## src/rtl/lane_tx_pkg.sv

```systemverilog
// Shared types, PRBS7 constants and the word-to-lane mapping of the DDR lane transmitter.
// Used by lane_serializer_tx and by receive-side bench models.
package lane_tx_pkg;

    typedef enum logic [1:0] {
        IDLE  = 2'd0,
        TRAIN = 2'd1,
        DATA  = 2'd2
    } tx_state_e;

    // Widest lane count the mapping helper supports; narrower words are zero-extended.
    localparam int LANE_MAX = 32;
    localparam int WORD_MAX = 2 * LANE_MAX;

    // PRBS7, x^7 + x^6 + 1: feedback taps on state bits 6 and 5.
    localparam logic [6:0] PRBS7_TAPS = 7'h60;
    localparam logic [6:0] PRBS7_SEED = 7'h7F;

    // Rise/fall pair {fall, rise} carried by one lane of a sample word.
    function automatic logic [1:0] word_to_lanes(input logic [WORD_MAX-1:0] word, input int lane);
        return {word[2*lane+1], word[2*lane]};
    endfunction

    // One PRBS7 shift; the newly generated bit lands in bit 0.
    function automatic logic [6:0] prbs7_step(input logic [6:0] state);
        return {state[5:0], ^(state & PRBS7_TAPS)};
    endfunction

endpackage

```

## src/rtl/lane_tx_fifo2.sv

```systemverilog
// Two-entry word buffer with push, pop and synchronous flush.
// The owner never pushes when full nor pops when empty.
module lane_tx_fifo2
    import lane_tx_pkg::*;
#(
    parameter int W = 16
) (
    input  logic         dco_clk,
    input  logic         rst_n,
    input  logic         i_push,
    input  logic         i_pop,
    input  logic         i_flush,
    input  logic [W-1:0] i_wdata,
    output logic [W-1:0] o_head,
    output logic [1:0]   o_count
);

    logic [W-1:0] r_mem [2];
    logic         r_rd_ptr;
    logic         r_wr_ptr;
    logic [1:0]   r_count;

    // NOTE: sequential state uses non-blocking assignments so every register samples pre-edge values.
    always_ff @(posedge dco_clk or negedge rst_n) begin
        if (!rst_n) begin
            r_rd_ptr <= 1'b0;
            r_wr_ptr <= 1'b0;
            r_count  <= 2'd0;
        end else if (i_flush) begin
            r_rd_ptr <= 1'b0;
            r_wr_ptr <= 1'b0;
            r_count  <= 2'd0;
        end else begin
            if (i_push) r_wr_ptr <= ~r_wr_ptr;
            if (i_pop)  r_rd_ptr <= ~r_rd_ptr;
            case ({i_push, i_pop})
                2'b10:   r_count <= r_count + 2'd1;
                2'b01:   r_count <= r_count - 2'd1;
                default: ;
            endcase
        end
    end

    // NOTE: storage is deliberately not reset; r_count alone decides which entries are meaningful.
    always_ff @(posedge dco_clk) begin
        if (i_push && !i_flush) r_mem[r_wr_ptr] <= i_wdata;
    end

    assign o_head  = r_mem[r_rd_ptr];
    assign o_count = r_count;

endmodule

```

## src/rtl/lane_serializer_tx.sv

```systemverilog
// DDR lane transmitter: preamble, buffered data and idle fill, split into per-lane rise/fall bits.
// Define LANE_TX_PRBS_EN to replace the fixed training word with a PRBS7 preamble.
module lane_serializer_tx
    import lane_tx_pkg::*;
#(
    parameter int                 LANES         = 8,
    parameter int                 TRAIN_WORDS   = 16,
    parameter logic [2*LANES-1:0] TRAIN_PATTERN = 16'hA5F0,
    parameter logic [2*LANES-1:0] IDLE_PATTERN  = 16'h0000,
    parameter int                 UCNT_W        = 16
) (
    input  logic               dco_clk,
    input  logic               rst_n,
    input  logic               enable,
    input  logic               retrain,
    input  logic [2*LANES-1:0] s_word,
    input  logic               s_valid,
    output logic               s_ready,
    output logic [LANES-1:0]   bit_rise,
    output logic [LANES-1:0]   bit_fall,
    output logic               frame,
    output logic               training,
    output logic               tx_active,
    output logic [UCNT_W-1:0]  underflow_cnt
);

    localparam int W     = 2 * LANES;
    localparam int CNT_W = (TRAIN_WORDS > 1) ? $clog2(TRAIN_WORDS) : 1;
    localparam logic [CNT_W-1:0] TRAIN_LOAD = CNT_W'(TRAIN_WORDS - 1);

    tx_state_e         r_state, w_next_state;
    logic [CNT_W-1:0]  r_train_cnt, w_train_cnt_nxt;
    logic [LANES-1:0]  r_rise, r_fall, w_rise_nxt, w_fall_nxt;
    logic              r_frame, r_training;
    logic [UCNT_W-1:0] r_underflow_cnt;
    logic [W-1:0]      w_head, w_word_nxt, w_train_word;
    logic [1:0]        w_count;
    logic              w_push, w_pop, w_underflow;

    assign s_ready = (w_count != 2'd2) && (r_state != IDLE);
    assign w_push  = s_valid && s_ready;

    lane_tx_fifo2 #(.W(W)) u_fifo (
        .dco_clk (dco_clk),
        .rst_n   (rst_n),
        .i_push  (w_push),
        .i_pop   (w_pop),
        .i_flush (!enable),
        .i_wdata (s_word),
        .o_head  (w_head),
        .o_count (w_count)
    );

    // NOTE: every always_comb output gets a default first so no path can infer a latch.
    always_comb begin
        w_next_state    = r_state;
        w_train_cnt_nxt = r_train_cnt;
        if (!enable) begin
            w_next_state = IDLE;
        end else begin
            unique case (r_state)
                IDLE: begin
                    w_next_state    = TRAIN;
                    w_train_cnt_nxt = TRAIN_LOAD;
                end
                TRAIN: begin
                    if (retrain)                 w_train_cnt_nxt = TRAIN_LOAD;
                    else if (r_train_cnt == '0)  w_next_state    = DATA;
                    else                         w_train_cnt_nxt = r_train_cnt - CNT_W'(1);
                end
                DATA: begin
                    if (retrain) begin
                        w_next_state    = TRAIN;
                        w_train_cnt_nxt = TRAIN_LOAD;
                    end
                end
                default: w_next_state = IDLE;
            endcase
        end
    end

    // The output register always shows the word belonging to the state being entered.
    always_comb begin
        w_pop       = 1'b0;
        w_underflow = 1'b0;
        w_word_nxt  = '0;
        case (w_next_state)
            TRAIN: w_word_nxt = w_train_word;
            DATA: begin
                if (w_count != 2'd0) begin
                    w_pop      = 1'b1;
                    w_word_nxt = w_head;
                end else begin
                    w_word_nxt  = IDLE_PATTERN;
                    w_underflow = 1'b1;
                end
            end
            default: ;
        endcase
    end

    always_comb begin
        w_rise_nxt = '0;
        w_fall_nxt = '0;
        for (int i = 0; i < LANES; i++) begin
            {w_fall_nxt[i], w_rise_nxt[i]} = word_to_lanes(WORD_MAX'(w_word_nxt), i);
        end
    end

`ifdef LANE_TX_PRBS_EN
    logic [6:0] r_lfsr, w_lfsr_nxt;

    // Reseed whenever a preamble (re)starts, otherwise continue the sequence.
    always_comb begin
        logic [6:0] v_state;
        w_train_word = '0;
        v_state      = (r_state != TRAIN || retrain) ? PRBS7_SEED : r_lfsr;
        for (int j = 0; j < W; j++) begin
            v_state         = prbs7_step(v_state);
            w_train_word[j] = v_state[0];
        end
        w_lfsr_nxt = v_state;
    end

    always_ff @(posedge dco_clk or negedge rst_n) begin
        if (!rst_n)                      r_lfsr <= PRBS7_SEED;
        else if (w_next_state == TRAIN)  r_lfsr <= w_lfsr_nxt;
    end
`else
    assign w_train_word = TRAIN_PATTERN;
`endif

    always_ff @(posedge dco_clk or negedge rst_n) begin
        if (!rst_n) begin
            r_state         <= IDLE;
            r_train_cnt     <= '0;
            r_rise          <= '0;
            r_fall          <= '0;
            r_frame         <= 1'b0;
            r_training      <= 1'b0;
            r_underflow_cnt <= '0;
        end else begin
            r_state     <= w_next_state;
            r_train_cnt <= w_train_cnt_nxt;
            r_rise      <= w_rise_nxt;
            r_fall      <= w_fall_nxt;
            r_frame     <= (w_next_state == IDLE) ? 1'b0 : ~r_frame;
            r_training  <= (w_next_state == TRAIN);
            if (w_underflow && r_underflow_cnt != '1)
                r_underflow_cnt <= r_underflow_cnt + UCNT_W'(1);
        end
    end

    assign bit_rise      = r_rise;
    assign bit_fall      = r_fall;
    assign frame         = r_frame;
    assign training      = r_training;
    assign tx_active     = (r_state != IDLE);
    assign underflow_cnt = r_underflow_cnt;

endmodule
```

## config.mk

```make
export PLATFORM = sky130hd
export DESIGN_NAME = lane_serializer_tx
export DESIGN_NICKNAME = d
export VERILOG_FILES = /design/src/rtl/lane_tx_pkg.sv /design/src/rtl/lane_tx_fifo2.sv /design/src/rtl/lane_serializer_tx.sv
export SDC_FILE = /design/constraint.sdc
export NUM_CORES = 1
export LEC_CHECK = 0
export ABC_CLOCK_PERIOD_IN_PS = 3000
export CORE_UTILIZATION = 50
export CTS_BUF_LIST = sky130_fd_sc_hd__clkbuf_8
export CTS_CLUSTER_DIAMETER = 100
export DETAILED_ROUTE_END_ITERATION = 8
export PLACE_DENSITY = 0.74
export SKIP_CTS_REPAIR_TIMING = 1
export SYNTH_ARGS = -nofsm -noshare
export SYNTH_HDL_FRONTEND = slang
export SYNTH_SLANG_ARGS = --single-unit
```

## constraint.sdc

```tcl
create_clock -name dco_clk -period 3 [get_ports dco_clk]
set_input_delay 0.6 -clock dco_clk [delete_from_list [all_inputs] [get_ports dco_clk]]
set_output_delay 0.6 -clock dco_clk [all_outputs]
set_load 0.01 [all_outputs]
```

After elaboration in Yosys (flattened, before gate mapping)
Memories as Yosys holds them, arrays and structs flattened.
Index checks and enable logic that the tools add are counted.

cells by class
  add/subtract/negate cells = 4
  equality and inequality tests = 13
  multiplexer cells = 24
  reduce and logical (&&, ||, !) cells = 11
  bitwise logic cells = 3

operators with widths
  cell                     count
  $pmux W16 S2             1
  $add A16 B1 Y16 const B  1
  $mux W16                 1
  $ne A16 B16 Y1 const B   1
  $mux W4                  3
  $pmux W4 S3              1
  $mux W1                  11
  $mux W2                  5
  $eq A2 B1 Y1 const B     3
  $eq A2 B2 Y1 const B     3
  $pmux W2 S3              1
  $logic_and A1 B1 Y1      4
  $logic_not A2 Y1         2
  $logic_not A4 Y1         1
  $ne A2 B1 Y1 const B     2
  $ne A2 B2 Y1 const B     2
  $pmux W2 S2              1
  $reduce_and A4 Y1        1
  $reduce_bool A2 Y1       2
  $sub A4 B1 Y4 const B    1
  $ne A3 B1 Y1 const B     1
  $ne A3 B3 Y1 const B     1
  $not A1 Y1               3
  $reduce_bool A3 Y1       1
  2 further kinds          2

word-level totals
  memories kept = 1
  word-level logic and storage cells = 66
  input port bits = 21
  memory bits (writable) = 32
  flip-flop bits (word level) = 44
  output and inout bits = 36

memory list
  memory        depth  bits a word  read ports  clocked after memory_dff  write ports  RTL line             source
  u_fifo.r_mem  2      16           1           0                         1            lane_tx_fifo2.sv:18  logic [W-1:0] r_mem [2];

Logic depth before layout (Yosys ltp)
  depth in word-level cells = 10
  mapped depth = 12
  mapped depth without buffers = 11

Cells and area by module
From an unflattened synthesis, not the netlist that was laid out.

second synthesis, totals
  cell total of the unflattened synthesis = 232
  area, all modules = 3211.8 um^2

by module, submodules not included
  module              cells an instance  times used  area an instance (um^2)
  lane_serializer_tx  163                1           1805.5
  lane_tx_fifo2       69                 1           1406.3

Worst setup path after synthesis
OpenSTA, ideal clock, no wires.

  path type = register to register
  start = register r_train_cnt[0]
  end = register r_underflow_cnt[13], in the netlist underflow_cnt[13]
  slack = 0.443 ns
  stages on the path, launching flop included = 11
  arrival = 2.430 ns
  clock period less this slack = 2.557 ns
  cell sequence = dfrtp_1 -> inv_1 -> ha_1 -> nand4bb_1 -> a22oi_1 -> nand2b_1 -> ha_1 -> or3b_4 -> nor3_2 -> nand4_1 -> mux2_1

on the way
  word-level cells in the longest chain between the ends = 8

RTL lines
  what                    RTL line                   source
  start, declared         lane_serializer_tx.sv:32   logic [CNT_W-1:0] r_train_cnt, w_train_cnt_nxt;
  start signal, assigned  lane_serializer_tx.sv:144  r_train_cnt <= w_train_cnt_nxt;
  $logic_not A4 Y1        lane_serializer_tx.sv:68   else if (r_train_cnt == '0) w_next_state = DATA;
  $mux W2                 lane_serializer_tx.sv:68
  $mux W2                 lane_serializer_tx.sv:67   if (retrain) w_train_cnt_nxt = TRAIN_LOAD;
  $pmux W2 S3             lane_serializer_tx.sv:61   unique case (r_state)
  $mux W2                 lane_serializer_tx.sv:58   if (!enable) begin
  $eq A2 B2 Y1            lane_serializer_tx.sv:87   case (w_next_state)
  $mux W1                 lane_serializer_tx.sv:87
  $logic_and A1 B1 Y1     lane_serializer_tx.sv:149  if (w_underflow && r_underflow_cnt != '1)
  end signal, assigned    lane_serializer_tx.sv:150  r_underflow_cnt <= r_underflow_cnt + UCNT_W'(1);
  end, declared           lane_serializer_tx.sv:35   logic [UCNT_W-1:0] r_underflow_cnt;

Every way passes these cells.
A chain may end at the register's enable or synchronous reset.

Worst setup path after layout
  start = register r_train_cnt[0]
  end = register r_underflow_cnt[13], in the netlist underflow_cnt[13]

on the way
  word-level cells in the longest chain between the ends = 8

RTL lines
  what                       RTL line                   source
  $logic_not A4 Y1           lane_serializer_tx.sv:68
  $mux W2                    lane_serializer_tx.sv:68
  $mux W2                    lane_serializer_tx.sv:67
  $pmux W2 S3                lane_serializer_tx.sv:61
  $mux W2                    lane_serializer_tx.sv:58
  named net w_next_state[1]  lane_serializer_tx.sv:31   tx_state_e r_state, w_next_state;
  $eq A2 B2 Y1               lane_serializer_tx.sv:87
  $mux W1                    lane_serializer_tx.sv:87
  $logic_and A1 B1 Y1        lane_serializer_tx.sv:149

The timed path passes the listed nets, and every way through them passes these cells.

==> results.json <==
{
  "dpl.hpwl_um": 3770,
  "gp_routability_congestion": 0.831,
  "start_util": 0.525,
  "num_vias": 1965,
  "dieArea_sq_um": 6610,
  "synth-edff-count": 32,
  "period_needed_ns": 2.57,
  "dr.pass1.iters": 6,
  "rsz0062_at_grt": "false",
  "max_stage_delay_ns": 0.43,
  "ant_nets": 0,
  "synth_area_leaders": "dfrtp_1 35%, edfxtp_1 31%, mux2i_1 6.4%",
  "synth_nets": 259,
  "drive_above_1_share": 0.105,
  "grt_usage": 0.187,
  "async_flop_share": 0.579,
  "cts_made_buffers": 9,
  "cp.required_ns": 3.24,
  "cts_tree": "done",
  "fin_tns_setup_ns": 0,
  "slowest_stage": "or3b_4",
  "drt-initial-drc-count": 93,
  "end_kind": "flop",
  "grt_max_degree": 45,
  "arrival_ns": 2.81,
  "ys_warn_count": 0,
  "die-width_um": 81.3,
  "hold_viol_final": 0,
  "synth_flop_cell": "dfrtp_1",
  "crit_path_cell_trace": "inv_1, ha_1, nand4bb_1, mux2i_1, nand3b_1, inv_1, ha_1, or3b_4, nor3_2, nand4_1, mux2_1",
  "htreeDepth": 3,
  "irDropWorstVdd_mv": 0.387,
  "ios": 57,
  "p_leak_nw": 1.61,
  "wl_per_cell_um": 14.6,
  "core_area_sq_um": 5990,
  "n_antenna_cell": 0,
  "ys_types": 49,
  "clkSlewWorstSetupHoldPaths_ns": 0.09,
  "hold_class": "in2async",
  "drc": 0,
  "die_y_um": 81.3,
  "period_share": 0.858,
  "relSlewSlack": 0.365,
  "rows": 28,
  "p_per_area_nw_per_um2": 503,
  "final_util": 0.670,
  "setup_viol": 0,
  "finalWirelength_um": 5540,
  "outcome": "finished, final reports clean",
  "antenna_found_initial": 0,
  "areaGrowthSynthToFinish_pct": 27.6,
  "finalMaxSlewViolations": 0,
  "cp-start-kind": "flop",
  "portBuffers": 56,
  "grt_pass1_vias": 1948,
  "seq_area_frac_synth": 0.656,
  "finalNetCount": 325,
  "netlist_area_sq_um": 3150,
  "syn_avg_cell_area_sq_um": 13.5,
  "power.total_w": 0.00202,
  "grt_pass1_wl_um": 8820,
  "critPathKind": "reg2reg",
  "synth_top_area_cell": "dfrtp_1",
  "tightest_slew_ns": 0.952,
  "fin_skew_ns": 0.00949,
  "synth_top_area_frac": 0.350,
  "synthCells": 233,
  "clk_path_buf_depth": 2,
  "cts.sinks": 76,
  "grt_overflow": 0,
  "cap_viol_max_count": 0,
  "via_per_inst": 5.18,
  "ys_seq_elements": 76,
  "clock_tree.root_cell": "clkbuf_8",
  "path_max_fanout": 5,
  "insertion_delay_ns": 0.35,
  "fmax_mhz": 389
}
final cells by class:
class | count | area [sq um]
Sequential cell | 76 | 2060
Fill cell | 454 | 1980
Multi-Input combinational cell | 141 | 1010
Timing Repair Buffer | 63 | 608
Clock buffer | 9 | 124
Tap cell | 75 | 93.8
Clock inverter | 7 | 82.6
Inverter | 8 | 30.0
cell usage in the layout (no fill, tap or decap), drive strengths merged, types with 4 or more instances in the layout:
cell	instances
a21oi	7
and2	4
and3	4
buf	8
clkbuf	9
clkdlybuf4s50	55
dfrtp	44
edfxtp	32
ha	5
inv	11
mux2i	20
nand2	9
nand3	5
nand4	4
nor2	18
nor3	6
o21ai	14
xnor2	9
logic make-up (layout without fill, tap and decap cells):
kind of cell / Yosys count / count (layout) / share of synthesized area
xor+xnor: 12 / 12 / 0.0334
mux: 23 / 23 / 0.0756
compound gates: 33 / 33 / 0.0652
fa+ha+maj: 6 / 6 / 0.0231
simple gates: 67 / 67 / 0.125
buf+inv: 16 / 87 / 0.0227
flops: 76 / 76 / 0.656
per-stage QoR:
stage	cells	hold slack, ns	cell area, sq um	worst slack [ns]
2_1_floorplan	233	0.304	3150	0.443
3_3_place_gp	363	0.408	3810	0.170
3_5_place_dp	363	0.421	3810	0.132
4_1_cts	379	0.431	4010	0.405
5_1_grt	379	0.452	4010	0.236
6_report	379	0.389	4010	0.427
critical path, delay by kind of cell (launching register included):
family | cells | cell delay, ns
adders and majority gates | 2 | 0.35
buffers and inverters | 2 | 0.18
DFF | 1 | 0.40
muxes | 2 | 0.48
and+or+nand+nor | 5 | 1.06
final timing paths:
path | slack, ns | depth (start not counted) | endpoint | start
worst max-delay path | 0.43 | 11 | underflow_cnt[13] | r_train_cnt[0]
max in group asynchronous | 2.00 | 1 | r_train_cnt[0] | rst_n
min in group dco_clk | 0.43 | 1 | frame | frame
worst min register to register | 0.43 | 1 | frame | frame
worst max register to register | 0.43 | 11 | underflow_cnt[13] | r_train_cnt[0]
worst min-delay path | 0.39 | 1 | underflow_cnt[0] | rst_n
routing by layer:
metal | wire, um | part of all wire | track usage
met1 | 2530 | 0.46 | 0.229
met2 | 2670 | 0.48 | 0.301
met3 | 273 | 0.049 | 0.0584
met4 | 67 | 0.012 | 0.0875
met5 | 0 | 0 | 0
power by group:
group	total (W)	switching [W]	internal, W
combinational	0.000103	0.0000500	0.0000532
clock	0.000799	0.000402	0.000397
sequential	0.00112	0.0000109	0.00111
cell usage after synthesis, types with 2 or more instances:
cell type and number:
dfrtp_1 44, edfxtp_1 32, mux2i_1 20, nor2_1 18, o21ai_0 11, nand2_1 9
xnor2_1 9, inv_1 8, a21oi_1 7, ha_1 5, and3_1 4, clkbuf_1 4
nand3_1 4, nor3_1 4, and2_1 3, buf_2 3, nand4_1 3, nor2b_1 3
o21ai_1 3, xor2_1 3, a21boi_0 2, a31oi_1 2, mux2_1 2, nand2b_1 2
nor3b_1 2, o2111ai_1 2, or2_1 2
flip-flops by register name (all words and copies together) (netlist names):
signal           flops
u_fifo.r_wr_ptr      1
r_train_cnt          4
u_fifo.o_count       2
underflow_cnt       16
r_state              2
bit_rise             8
training             1
u_fifo.r_rd_ptr      1
frame                1
u_fifo.r_mem        32
bit_fall             8
Note: power is estimated with default switching activity, not from simulation.
